<file path="src/rtl/led_pkg.sv">
// Shared mode encodings and sizing helpers for the LED timer bank.
package led_pkg;

  typedef enum logic [1:0] {
    MODE_CANCEL    = 2'b00,
    MODE_ONESHOT   = 2'b01,
    MODE_RETRIGGER = 2'b10,
    MODE_BLINK     = 2'b11
  } led_mode_e;

  function automatic int unsigned tick_cycles(input int unsigned period_ns);
    return 1_000_000 / period_ns;
  endfunction

  // Width of a counter holding 0..n-1, never narrower than one bit.
  function automatic int unsigned cnt_w(input int unsigned n);
    return (n <= 2) ? 1 : $clog2(n);
  endfunction

endpackage

</file>
<file path="src/rtl/led_channel.sv">
// One LED timer channel: ms countdown, optional blink phase, registered LED.
module led_channel
  import led_pkg::*;
#(
  parameter int DUR_W         = 16,
  parameter int BLINK_HALF_MS = 250
) (
  input  logic             clk,
  input  logic             rst,
  input  logic             tick,
  input  logic             load,
  input  led_mode_e        mode,
  input  logic [DUR_W-1:0] dur,
  input  logic             cancel,
  output logic             led,
  output logic             busy
);

  localparam int BW = cnt_w(BLINK_HALF_MS);
  localparam logic [BW-1:0] HALF_LAST = BW'(BLINK_HALF_MS - 1);
  localparam logic [DUR_W-1:0] ONE = DUR_W'(1);

  logic [DUR_W-1:0] rem;
  logic [BW-1:0]    blink_cnt;
  logic             blink;

  assign busy = (rem != '0);

  always_ff @(posedge clk or posedge rst) begin
    if (rst) begin
      rem       <= '0;
      blink_cnt <= '0;
      blink     <= 1'b0;
      led       <= 1'b0;
    end else if (cancel) begin
      rem       <= '0;
      blink_cnt <= '0;
      blink     <= 1'b0;
      led       <= 1'b0;
    end else if (load) begin
      // A load on a tick edge wins; the fresh value is not decremented.
      unique case (mode)
        MODE_CANCEL: begin
          rem   <= '0;
          blink <= 1'b0;
          led   <= 1'b0;
        end
        MODE_ONESHOT: begin
          if (rem == '0) begin
            rem       <= dur;
            blink_cnt <= '0;
            blink     <= 1'b0;
            led       <= 1'b1;
          end
        end
        MODE_RETRIGGER: begin
          rem   <= dur;
          blink <= 1'b0;
          led   <= 1'b1;
        end
        MODE_BLINK: begin
          rem       <= dur;
          blink_cnt <= '0;
          blink     <= 1'b1;
          led       <= 1'b1;
        end
      endcase
    end else if (tick && busy) begin
      rem <= rem - ONE;
      if (rem == ONE) begin
        led <= 1'b0;
      end else if (blink) begin
        if (blink_cnt == HALF_LAST) begin
          blink_cnt <= '0;
          led       <= ~led;
        end else begin
          blink_cnt <= blink_cnt + 1'b1;
        end
      end
    end
  end

endmodule

</file>
<file path="src/rtl/led_timer_bank.sv">
// Bank of LED timers sharing one ms prescaler, fed by a valid/ready request port.
module led_timer_bank
  import led_pkg::*;
#(
  parameter int CLK_PERIOD_NS = 50,
  parameter int LED_COUNT     = 18,
  parameter int IDX_W         = 5,
  parameter int DUR_W         = 16,
  parameter int DEFAULT_MS    = 10000,
  parameter int BLINK_HALF_MS = 250
) (
  input  logic                 clk,
  input  logic                 rst,
  input  logic                 req_valid,
  output logic                 req_ready,
  input  logic [IDX_W-1:0]     req_index,
  input  logic [1:0]           req_mode,
  input  logic [DUR_W-1:0]     req_duration,
  input  logic                 clear_all,
  output logic [LED_COUNT-1:0] LEDR,
  output logic [LED_COUNT-1:0] busy,
  output logic                 req_err
);

  localparam int TICK_CYCLES = tick_cycles(CLK_PERIOD_NS);
  localparam int PW = cnt_w(TICK_CYCLES);
  localparam logic [PW-1:0] PRE_LAST = PW'(TICK_CYCLES - 1);
  localparam logic [DUR_W-1:0] DEF_D = DUR_W'(DEFAULT_MS);

  if (TICK_CYCLES < 1) begin : g_bad_tick
    $error("CLK_PERIOD_NS too large: less than one cycle per ms");
  end
  if ((DEFAULT_MS >> DUR_W) != 0) begin : g_bad_default
    $error("DEFAULT_MS does not fit in DUR_W bits");
  end
  if (LED_COUNT > (1 << IDX_W)) begin : g_bad_idx
    $error("IDX_W too narrow for LED_COUNT");
  end
  if (BLINK_HALF_MS < 1) begin : g_bad_blink
    $error("BLINK_HALF_MS must be at least 1");
  end

  logic [PW-1:0]    pre;
  logic             tick;
  logic             accept;
  logic             in_range;
  logic [DUR_W-1:0] dur_eff;

  assign tick = (pre == PRE_LAST);

  always_ff @(posedge clk or posedge rst) begin
    if (rst) pre <= '0;
    else     pre <= tick ? '0 : pre + 1'b1;
  end

  assign req_ready = ~rst & ~clear_all;
  assign accept    = req_valid & req_ready;
  assign in_range  = 32'(req_index) < 32'(LED_COUNT);
  assign dur_eff   = (req_duration == '0) ? DEF_D : req_duration;

  always_ff @(posedge clk or posedge rst) begin
    if (rst) req_err <= 1'b0;
    else     req_err <= accept & ~in_range;
  end

  for (genvar i = 0; i < LED_COUNT; i++) begin : g_ch
    led_channel #(
      .DUR_W         (DUR_W),
      .BLINK_HALF_MS (BLINK_HALF_MS)
    ) u_ch (
      .clk    (clk),
      .rst    (rst),
      .tick   (tick),
      .load   (accept & in_range & (req_index == IDX_W'(i))),
      .mode   (led_mode_e'(req_mode)),
      .dur    (dur_eff),
      .cancel (clear_all),
      .led    (LEDR[i]),
      .busy   (busy[i])
    );
  end

endmodule

</file>
<file path="config.mk">
export PLATFORM = sky130hd
export DESIGN_NAME = led_timer_bank
export DESIGN_NICKNAME = d
export VERILOG_FILES = /design/src/rtl/led_pkg.sv /design/src/rtl/led_channel.sv /design/src/rtl/led_timer_bank.sv
export SDC_FILE = /design/constraint.sdc
export NUM_CORES = 2
export LEC_CHECK = 0
export BUFFER_PORTS_ARGS = -buffer_cell sky130_fd_sc_hd__buf_2
export CORE_MARGIN = 4
export CORE_UTILIZATION = 64
export CTS_BUF_LIST = sky130_fd_sc_hd__clkbuf_4
export CTS_CLUSTER_DIAMETER = 120
export DETAILED_ROUTE_END_ITERATION = 8
export HOLD_SLACK_MARGIN = 0.03
export PLACE_DENSITY_LB_ADDON = 0.1
export RECOVER_POWER = 100
export SYNTH_ARGS = -nofsm -noshare
export SYNTH_HDL_FRONTEND = slang
export SYNTH_SLANG_ARGS = --single-unit
</file>
<file path="constraint.sdc">
create_clock -name clk -period 20.7 [get_ports clk]
set_input_delay 4.14 -clock clk [delete_from_list [all_inputs] [get_ports clk]]
set_output_delay 4.14 -clock clk [all_outputs]
set_load 0.05 [all_outputs]
</file>
==> impl_metrics.ini <==
[status]
status = complete, but fails checks
failed_checks = capacitance limit, slew limit

[cells_and_area]
drive_gt1_share_pct = 9.54
fillers = 3829
final_area_um2 = 32400
nets = 3837
area_delta_synth_final_pct = 6.87

[timing]
final_hold_viol_count = 0
min_period_ns = 12.02
fin_crit_sh_pct = 58.1
setup_violations = 0
rsz0062_at_grt = false
max_slew_margin_pct = -213
slew_viol_final = 436
setup_tns_ns = 0
fmax_ghz = 0.0832
timing.hold.ws_ns = 0.485
worst_slew_pin_slew_ns = 4.67
clock_skew_ns = 0.0552

[worst_setup_path]
crit_path_start_kind = input pin
critical_path.cell_chain = clkbuf_1 -> clkinvlp_2 -> clkbuf_1 -> clkbuf_1
end_kind = asynchronous set/reset pin
slowest_delay_ns = 2.85
critPathTopFamily = buffers and inverters
cp_max_fo = 103
crit_start = rst
worstSetupPathType = in -> async
cp_slowest_cell = clkbuf_1
r2r_end = g_ch[16].u_ch.blink_cnt[1]
cp.depth = 4
crit_arrival_ns = 12.39
crit_end = g_ch[1].u_ch.blink_cnt[5]
path_common_cell = clkbuf_1
regToRegSetupSlack_ns = 15.93
cp.required_ns = 21.07
reg2reg_depth = 8
cp.buffers_inverters = 4
r2r-start = pre[12]

[yosys]
synth_ff_type = dfrtp_1
syn_area_per_cell_um2 = 8.19
synth_cell_types = 89
netlist_area_um2 = 30300
async_flop_share_pct = 100
synth_edf_count = 0
synth-warning-count = 0
syn-num-nets = 3804
synthCells = 3704
yosysSeqAreaShare_pct = 39.9
ys_ff_latch = 484

[place]
dpl.hpwl_um = 62400
placed_cell_area_um2 = 30900
portBuffers = 64
place.gp.congestion = 0.949

[clock_tree]
cts_tree = built
cts_num_sinks = 484
hold_buffers = 0
clock_latency_ns = 1.05
cts_buffers = 136
post_cts_buffers = 0
post_cts_resized = 0
h-tree-depth = 4
clock_tree.buffer_depth = 3
clk_pin_slew_ns = 0.06
cts_root_buf = clkbuf_4

[job]
maxCapViolations = 11

[floorplanning]
die_w_um = 226
fp.dieH_um = 226
core_area_um2 = 46800
start_util_pct = 64.9
die-area_um2 = 51000
num_io_pins = 65
num_rows = 79

[pwr]
leakage_nw = 13.6
fin_total_pwr_mw = 3.17
ir_drop_mv = 0.0729
pwr_density_cell_nw_per_um2 = 97.9

[route]
antenna_left = 0
drtIter0Drc = 4321
vias_per_cell = 6.99
dr.pass1.iters = 9
routed_wl_um = 96800
drc = 0
vias = 31156
detail_route.wl_per_cell_um = 21.7

[global_routing]
grt_max_degree = 176
antenna_found_initial = 4
first_global_vias = 28701
grt_use_total_pct = 37.1
overflow = 0
grt_pass1_wl_um = 152000

[worst_hold_path]
hold_path.class = reg -> reg
## final cells by class
type                            count  area [um2]  share of cell area [%]
Timing Repair Buffer              121         653                    2.01
Multi-Input combinational cell   2888       16800                    51.7
Tap cell                          607         759                    2.34
Clock buffer                      199        1490                    4.61
Clock inverter                     37         198                   0.610
Inverter                          106         399                    1.23
Antenna cell                       14        35.0                   0.108
Sequential cell                   484       12100                    37.3
## power by group
part	total (mW)	internal, mW	switching, mW
logic	0.989	0.335	0.654
clock network	0.899	0.464	0.435
registers	1.29	1.11	0.181
## stage by stage
| step | instances | util, % | worst slack [ns] |
|---|---|---|---|
| floorplan | 3704 | - | 3.05 |
| global placement | 4206 | 66.0 | 11.70 |
| detailed placement | 4206 | 66.0 | 11.69 |
| CTS | 4442 | 69.7 | 11.68 |
| global route | 4447 | 69.3 | 7.01 |
| finish | 4456 | 69.4 | 8.68 |
## Yosys cell counts, types with 26 or more instances
| cell type | instances | share of area, % |
|---|---|---|
| buf_4 | 38 | 0.94 |
| o22a_1 | 48 | 1.4 |
| ha_1 | 73 | 3.0 |
| inv_1 | 106 | 1.3 |
| nand2_1 | 253 | 3.1 |
| and3_1 | 48 | 0.99 |
| a31oi_1 | 122 | 2.5 |
| o31ai_1 | 85 | 2.1 |
| and2_1 | 26 | 0.54 |
| nand4_1 | 40 | 0.82 |
| dfrtp_1 | 484 | 40 |
| nor3_1 | 147 | 2.4 |
| a32oi_1 | 65 | 1.9 |
| nand3_1 | 119 | 2.0 |
| nor2_1 | 473 | 5.9 |
| nand2b_1 | 37 | 0.76 |
| o22ai_1 | 42 | 0.87 |
| nor4_1 | 76 | 1.6 |
| clkbuf_1 | 153 | 1.9 |
| o21ai_0 | 478 | 7.9 |
| a22oi_1 | 27 | 0.67 |
| a21oi_1 | 293 | 4.8 |
| or3_1 | 41 | 0.85 |
## sequential cells by signal (all words and copies together), names as in the netlist
signal               flops
g_ch.u_ch.blink_cnt    144
req_err                  1
g_ch.u_ch.rem          288
g_ch.u_ch.blink         18
g_ch.u_ch.led           18
pre                     15
## cell families after synthesis
group | Yosys count | share of synthesized area [%]
AO/OA/AOI/OAI | 1364 | 28.1
XOR/XNOR | 13 | 0.375
adder cells (fa/ha/maj) | 73 | 3.01
buffers and inverters | 332 | 4.74
flip-flops | 484 | 39.9
multiplexers | 28 | 1.03
AND/OR/NAND/NOR | 1410 | 22.9
## layer usage
layer,GRT usage (%),vias up,part of all wire (%)
met3,10.7,380,12
met4,19.0,2,5.2
met1,49.5,14860,39
met5,0,-,0.011
met2,55.4,1897,44
li1,-,14017,-
## cell usage in the layout (no fill, tap or decap), types with 23 or more instances in the layout
master,synthesis,final
nand2b_1,37,37
ha_1,73,73
a31oi_1,122,122
inv_1,106,104
nor4_1,76,77
dfrtp_1,484,484
and2_1,26,23
nor3_1,147,147
nor2_1,473,473
o21a_1,25,25
clkbuf_1,153,54
nand2_1,253,253
mux2_2,25,25
o22ai_1,42,42
or3_1,41,41
clkinv_1,0,24
buf_2,22,26
o21ai_0,478,482
clkbuf_4,0,199
o22a_1,48,48
and3_1,48,47
o31ai_1,85,84
nor3b_1,25,25
a22oi_1,27,27
nand4_1,40,40
a32oi_1,65,66
buf_4,38,40
a21oi_1,293,293
or4_1,25,25
nand3_1,119,119
## how the worst min path moves through the flow
stage                                from                    endpoint  slack [ns]  cells after the start
2_1_floorplan   g_ch[8].u_ch.blink_cnt[5]   g_ch[8].u_ch.blink_cnt[5]        0.44                      1
3_3_place_gp    g_ch[3].u_ch.blink_cnt[6]   g_ch[3].u_ch.blink_cnt[6]        0.46                      1
3_5_place_dp   g_ch[17].u_ch.blink_cnt[6]  g_ch[17].u_ch.blink_cnt[6]        0.47                      1
4_1_cts         g_ch[9].u_ch.blink_cnt[7]   g_ch[9].u_ch.blink_cnt[7]        0.48                      1
5_1_grt        g_ch[17].u_ch.blink_cnt[6]  g_ch[17].u_ch.blink_cnt[6]        0.49                      1
6_report        g_ch[9].u_ch.blink_cnt[7]   g_ch[9].u_ch.blink_cnt[7]        0.49                      1
Power figures use the tool's default switching activity.
